==> src/rtl/btn_conditioner.sv <==
// Push-button conditioner: per-bit two-flop synchroniser, debounce filter,
// registered press/release strobes and a held-button auto-repeat strobe.
module btn_conditioner #(
  parameter int NUM_BTN         = 2,
  parameter int DEBOUNCE_CYCLES = 500000,
  parameter int REPEAT_DELAY    = 25000000,
  parameter int REPEAT_PERIOD   = 5000000
) (
  input  logic               clk,
  input  logic               reset,
  input  logic [NUM_BTN-1:0] btn_raw,
  output logic [NUM_BTN-1:0] btn_level,
  output logic [NUM_BTN-1:0] btn_press,
  output logic [NUM_BTN-1:0] btn_release,
  output logic [NUM_BTN-1:0] btn_repeat,
  output logic [NUM_BTN-1:0] btn_event
);

  localparam int DB_W   = $clog2(DEBOUNCE_CYCLES + 1);
  localparam int RP_MAX = (REPEAT_DELAY > REPEAT_PERIOD) ? REPEAT_DELAY : REPEAT_PERIOD;
  localparam int RP_W   = $clog2(RP_MAX + 1);

  localparam logic [DB_W-1:0] DB_LAST     = DB_W'(DEBOUNCE_CYCLES - 1);
  localparam logic [DB_W-1:0] DB_ONE      = DB_W'(1);
  localparam logic [RP_W-1:0] RP_DELAY_C  = RP_W'(REPEAT_DELAY);
  localparam logic [RP_W-1:0] RP_PERIOD_C = RP_W'(REPEAT_PERIOD);
  localparam logic [RP_W-1:0] RP_ONE      = RP_W'(1);
  localparam logic            RP_EN       = (REPEAT_DELAY != 0);

  logic [NUM_BTN-1:0]           sync1_q, sync2_q;
  logic [NUM_BTN-1:0][DB_W-1:0] db_cnt_q, db_cnt_d;
  logic [NUM_BTN-1:0]           level_q, level_d;
  logic [NUM_BTN-1:0]           press_q, press_d;
  logic [NUM_BTN-1:0]           release_q, release_d;
  logic [NUM_BTN-1:0]           repeat_q, repeat_d;
  logic [NUM_BTN-1:0][RP_W-1:0] rp_cnt_q, rp_cnt_d;
  logic [NUM_BTN-1:0]           rp_first_q, rp_first_d;

  always_ff @(posedge clk or posedge reset) begin
    if (reset) begin
      sync1_q <= '0;
      sync2_q <= '0;
    end else begin
      sync1_q <= btn_raw;
      sync2_q <= sync1_q;
    end
  end

  // A differing sample must persist DEBOUNCE_CYCLES times in a row; any
  // agreement with the current level restarts the count.
  always_comb begin
    db_cnt_d  = db_cnt_q;
    level_d   = level_q;
    press_d   = '0;
    release_d = '0;
    for (int i = 0; i < NUM_BTN; i++) begin
      if (sync2_q[i] == level_q[i]) begin
        db_cnt_d[i] = '0;
      end else if (db_cnt_q[i] == DB_LAST) begin
        db_cnt_d[i]  = '0;
        level_d[i]   = sync2_q[i];
        press_d[i]   = sync2_q[i];
        release_d[i] = ~sync2_q[i];
      end else begin
        db_cnt_d[i] = db_cnt_q[i] + DB_ONE;
      end
    end
  end

  // Repeat phase keys off the next level so a release suppresses a repeat
  // that would otherwise land in the same cycle.
  always_comb begin
    rp_cnt_d   = rp_cnt_q;
    rp_first_d = rp_first_q;
    repeat_d   = '0;
    for (int i = 0; i < NUM_BTN; i++) begin
      if (!RP_EN || !level_d[i]) begin
        rp_cnt_d[i]   = '0;
        rp_first_d[i] = 1'b0;
      end else if (press_d[i]) begin
        rp_cnt_d[i]   = RP_ONE;
        rp_first_d[i] = 1'b1;
      end else if (rp_cnt_q[i] == (rp_first_q[i] ? RP_DELAY_C : RP_PERIOD_C)) begin
        repeat_d[i]   = 1'b1;
        rp_cnt_d[i]   = RP_ONE;
        rp_first_d[i] = 1'b0;
      end else begin
        rp_cnt_d[i] = rp_cnt_q[i] + RP_ONE;
      end
    end
  end

  always_ff @(posedge clk or posedge reset) begin
    if (reset) begin
      db_cnt_q   <= '0;
      level_q    <= '0;
      press_q    <= '0;
      release_q  <= '0;
      repeat_q   <= '0;
      rp_cnt_q   <= '0;
      rp_first_q <= '0;
    end else begin
      db_cnt_q   <= db_cnt_d;
      level_q    <= level_d;
      press_q    <= press_d;
      release_q  <= release_d;
      repeat_q   <= repeat_d;
      rp_cnt_q   <= rp_cnt_d;
      rp_first_q <= rp_first_d;
    end
  end

  assign btn_level   = level_q;
  assign btn_press   = press_q;
  assign btn_release = release_q;
  assign btn_repeat  = repeat_q;
  assign btn_event   = press_q | repeat_q;

endmodule

==> config.mk <==
export PLATFORM = sky130hd
export DESIGN_NAME = btn_conditioner
export DESIGN_NICKNAME = d
export VERILOG_FILES = /design/src/rtl/btn_conditioner.sv
export SDC_FILE = /design/constraint.sdc
export NUM_CORES = 1
export LEC_CHECK = 0
export ABC_CLOCK_PERIOD_IN_PS = 3250
export CAP_MARGIN = 20
export CORE_UTILIZATION = 50
export DETAILED_ROUTE_END_ITERATION = 7
export PLACE_DENSITY_LB_ADDON = 0.12
export SETUP_SLACK_MARGIN = 0.1
export SLEW_MARGIN = 20
export SYNTH_ARGS = -nofsm -noshare
export SYNTH_HDL_FRONTEND = slang
export SYNTH_SLANG_ARGS = --single-unit
==> constraint.sdc <==
create_clock -name clk -period 3.25 [get_ports clk]
set_input_delay 0.325 -clock clk [delete_from_list [all_inputs] [get_ports clk]]
set_output_delay 0.325 -clock clk [all_outputs]
set_load 0.01 [all_outputs]
==> impl_metrics.env <==
export IMPL_grt_pass1_vias=3863
export IMPL_setup_tns_ps=0
export IMPL_drv_cap=0
export IMPL_via_per_inst=5.93
export IMPL_start_util=0.515
export IMPL_grt_pass1_wl_um=18700
export IMPL_ir_worst_vdd_mv=0.295
export IMPL_wl_um=10500
export IMPL_worstPathMaxFanout=26
export IMPL_maxClockFrequency_ghz=0.407
export IMPL_dpl_worst_slack_ps=817
export IMPL_arrival_ps=2710
export IMPL_setup_viol=0
export IMPL_final_common_cell="dfrtp_1"
export IMPL_swShare=0.237
export IMPL_clock_sinks=102
export IMPL_clockPowerShare=0.369
export IMPL_cts_htree_levels=3
export IMPL_die_area_sq_um=11000
export IMPL_synth_area_sq_um=5290
export IMPL_status="finished, final reports clean"
export IMPL_critPathMaxStageDelay_ps=630
export IMPL_ctsResizeCount=0
export IMPL_ys_seq_area_frac=0.482
export IMPL_fin_util=0.560
export IMPL_finalHoldViolCount=0
export IMPL_cts_buffer_depth=2
export IMPL_overflow=0
export IMPL_maxSlewViolCount=0
export IMPL_layoutNonFillerInstCount=674
export IMPL_io_pins=14
export IMPL_async_reset_ff_frac=1.00
export IMPL_synth_seq_cells=102
export IMPL_rr_worst_depth=5
export IMPL_holdWs_ps=359
export IMPL_setup_slack_ps=790
export IMPL_track_usage=0.212
export IMPL_period_needed_ps=2460
export IMPL_wire_per_inst_um=15.5
export IMPL_clock_latency_ps=380
export IMPL_switchingPower_uw=502
export IMPL_hpwl_um=6980
export IMPL_fillers=928
export IMPL_ant_nets=0
export IMPL_core_region_area_sq_um=10300
export IMPL_wl_met3_um=291
export IMPL_synth_edf_count=0
export IMPL_post_cts_buffers=0
export IMPL_critical_path_class="flop to flop"
export IMPL_cp_required_ps=3500
export IMPL_drcViolationCount=0
export IMPL_drt_iter0_markers=170
export IMPL_synth_net_count=535
export IMPL_worst_path_max_delay_cell="or4_1"
export IMPL_highest_layer="met4"
export IMPL_synth_ff_type="dfrtp_1"
export IMPL_finalCritPeriodShare=0.757
export IMPL_num_rows=37
export IMPL_power_share_sequential=0.606
export IMPL_cellPowerDensity_nw_per_um2=368
export IMPL_nets=543
export IMPL_finClkSkew_ps=12.2
export IMPL_postSynthAreaPerCell_sq_um=10.1
export IMPL_cts_tree="done"
export IMPL_place_congestion=0.790
export IMPL_wl_met1_um=4970
export IMPL_internal_power_mw=1.62
export IMPL_cts_hold_buf=0
export IMPL_clk_pin_slew_ps=100
export IMPL_numCtsBuffers=9
export IMPL_worst_setup_path_end_kind="flop"
export IMPL_vias=3994
export IMPL_cp_cell_sequence="or4b_1 -> or4_1 -> o31ai_4 -> buf_4 -> a211oi_1"
export IMPL_grt_max_degree=58
export IMPL_rsz0062_at_grt="false"
export IMPL_combPwrFrac=0.025
export IMPL_yosys_warnings=0
export IMPL_numPlacedInstances=658
export IMPL_die_x_um=105
export IMPL_ys_types=52
export IMPL_syn_inst=525
export IMPL_drive_above_1_share=0.104
export IMPL_wl_met2_um=5050
export IMPL_hold_path_class="input pin to asynchronous set/reset pin"
export IMPL_antenna_found_initial=0
export IMPL_numPortBuffers=13
export IMPL_dieHeight_um=105
export IMPL_tightestPinTransition_ps=587
export IMPL_cp_start_kind="flop"
export IMPL_syn_to_final_growth_pct=8.63
export IMPL_mostFrequentLayoutCells="dfrtp_1, nor2_1, nand4_1"
export IMPL_max_slew_margin_rel=0.609
export IMPL_cellLeakagePower_nw=2.15
export IMPL_clockRootBuffer="clkbuf_8"
export IMPL_firstDrtPassIters=4
export IMPL_diodes=0
==> state kept, by name, summed over array words and instances (netlist names) <==
signal	flops
sync1_q	2
btn_press	2
btn_repeat	2
rp_cnt_q	50
btn_release	2
sync2_q	2
rp_first_q	2
btn_level	2
db_cnt_q	38
==> cell families after synthesis <==
group / Yosys count / synth area share
fa+ha+maj: 6 / 0.0142
simple gates: 256 / 0.286
flops: 102 / 0.482
buf+inv: 40 / 0.0343
compound gates: 64 / 0.0889
xor+xnor: 57 / 0.0943
==> layout make-up <==
type	count	area, sq um	share of cell area
repair buffers	22	210	0.0366
well taps	136	170	0.0296
clock buffers	11	151	0.0263
flip-flops and latches	102	2550	0.444
inverters	15	58.8	0.0102
clock inverters	5	38.8	0.00674
multi-input cells	383	2570	0.447
==> cell usage after synthesis (2+ instances only) <==
| master | instances | share of area |
|---|---|---|
| nor4bb_1 | 6 | 0.011 |
| dfrtp_1 | 102 | 0.48 |
| nor2b_1 | 2 | 0.0024 |
| nor3_2 | 14 | 0.026 |
| nor4_1 | 12 | 0.014 |
| clkbuf_1 | 13 | 0.0092 |
| nand2_1 | 31 | 0.022 |
| a211oi_2 | 5 | 0.012 |
| ha_1 | 6 | 0.014 |
| buf_2 | 5 | 0.0047 |
| or4_1 | 12 | 0.017 |
| nand3_1 | 22 | 0.021 |
| xor2_1 | 30 | 0.050 |
| or2_2 | 3 | 0.0035 |
| nor3_1 | 27 | 0.026 |
| buf_6 | 2 | 0.0043 |
| and4_1 | 10 | 0.017 |
| nand4b_1 | 3 | 0.0050 |
| a211oi_1 | 12 | 0.017 |
| o21ai_0 | 18 | 0.017 |
| o31ai_1 | 7 | 0.0099 |
| o21a_1 | 2 | 0.0028 |
| xnor2_1 | 27 | 0.045 |
| and2_1 | 3 | 0.0035 |
| nor3b_1 | 2 | 0.0028 |
| buf_4 | 2 | 0.0028 |
| nand4_1 | 35 | 0.041 |
| and3_1 | 12 | 0.014 |
| clkbuf_2 | 2 | 0.0019 |
| nor2_1 | 39 | 0.028 |
| or3_1 | 17 | 0.020 |
| inv_1 | 15 | 0.011 |
| a21oi_1 | 8 | 0.0076 |
==> worst paths after layout <==
kind / from / end / slack [ps]
setup / recovery: db_cnt_q[8] / rp_cnt_q[24] / 790
max in group asynchronous: reset / rp_cnt_q[13] / 2170
min in group clk: sync1_q[1] / sync2_q[1] / 360
hold / removal: reset / rp_cnt_q[48] / 360
setup reg to reg: db_cnt_q[8] / rp_cnt_q[24] / 790
hold reg to reg: sync1_q[1] / sync2_q[1] / 360
==> power by group through the flow <==
stage | registers [mW] | clock network, mW | logic [mW]
after CTS | 1.29 | 0.817 | 0.0561
after global placement | 1.31 | 0 | 0.0544
after floorplan | 1.31 | 0 | 0.0352
final | 1.28 | 0.781 | 0.0531
after global routing | 1.29 | 0.869 | 0.0638
after detailed placement | 1.31 | 0 | 0.0557
==> critical path: cells and delay by family, from the launching register on <==
family                 cells  cell delay, ps
AO/OA/AOI/OAI              2             330
buffers and inverters      1             400
flip-flops                 1             500
AND/OR/NAND/NOR            2            1090
==> metal layers <==
| metal | track usage | up-vias |
|---|---|---|
| met5 | 0 | - |
| met4 | 0.0714 | 0 |
| met3 | 0.0455 | 11 |
| met2 | 0.340 | 55 |
| met1 | 0.286 | 1976 |
| li1 | - | 1952 |
==> metrics by stage <==
step	area (sq um)	total power [mW]
floorplan	5290	1.34
global placement	5560	1.36
detailed placement	5560	1.37
CTS	5750	2.16
global route	5750	2.22
finish	5750	2.12
No activity file was read; power rests on OpenSTA's default activity.
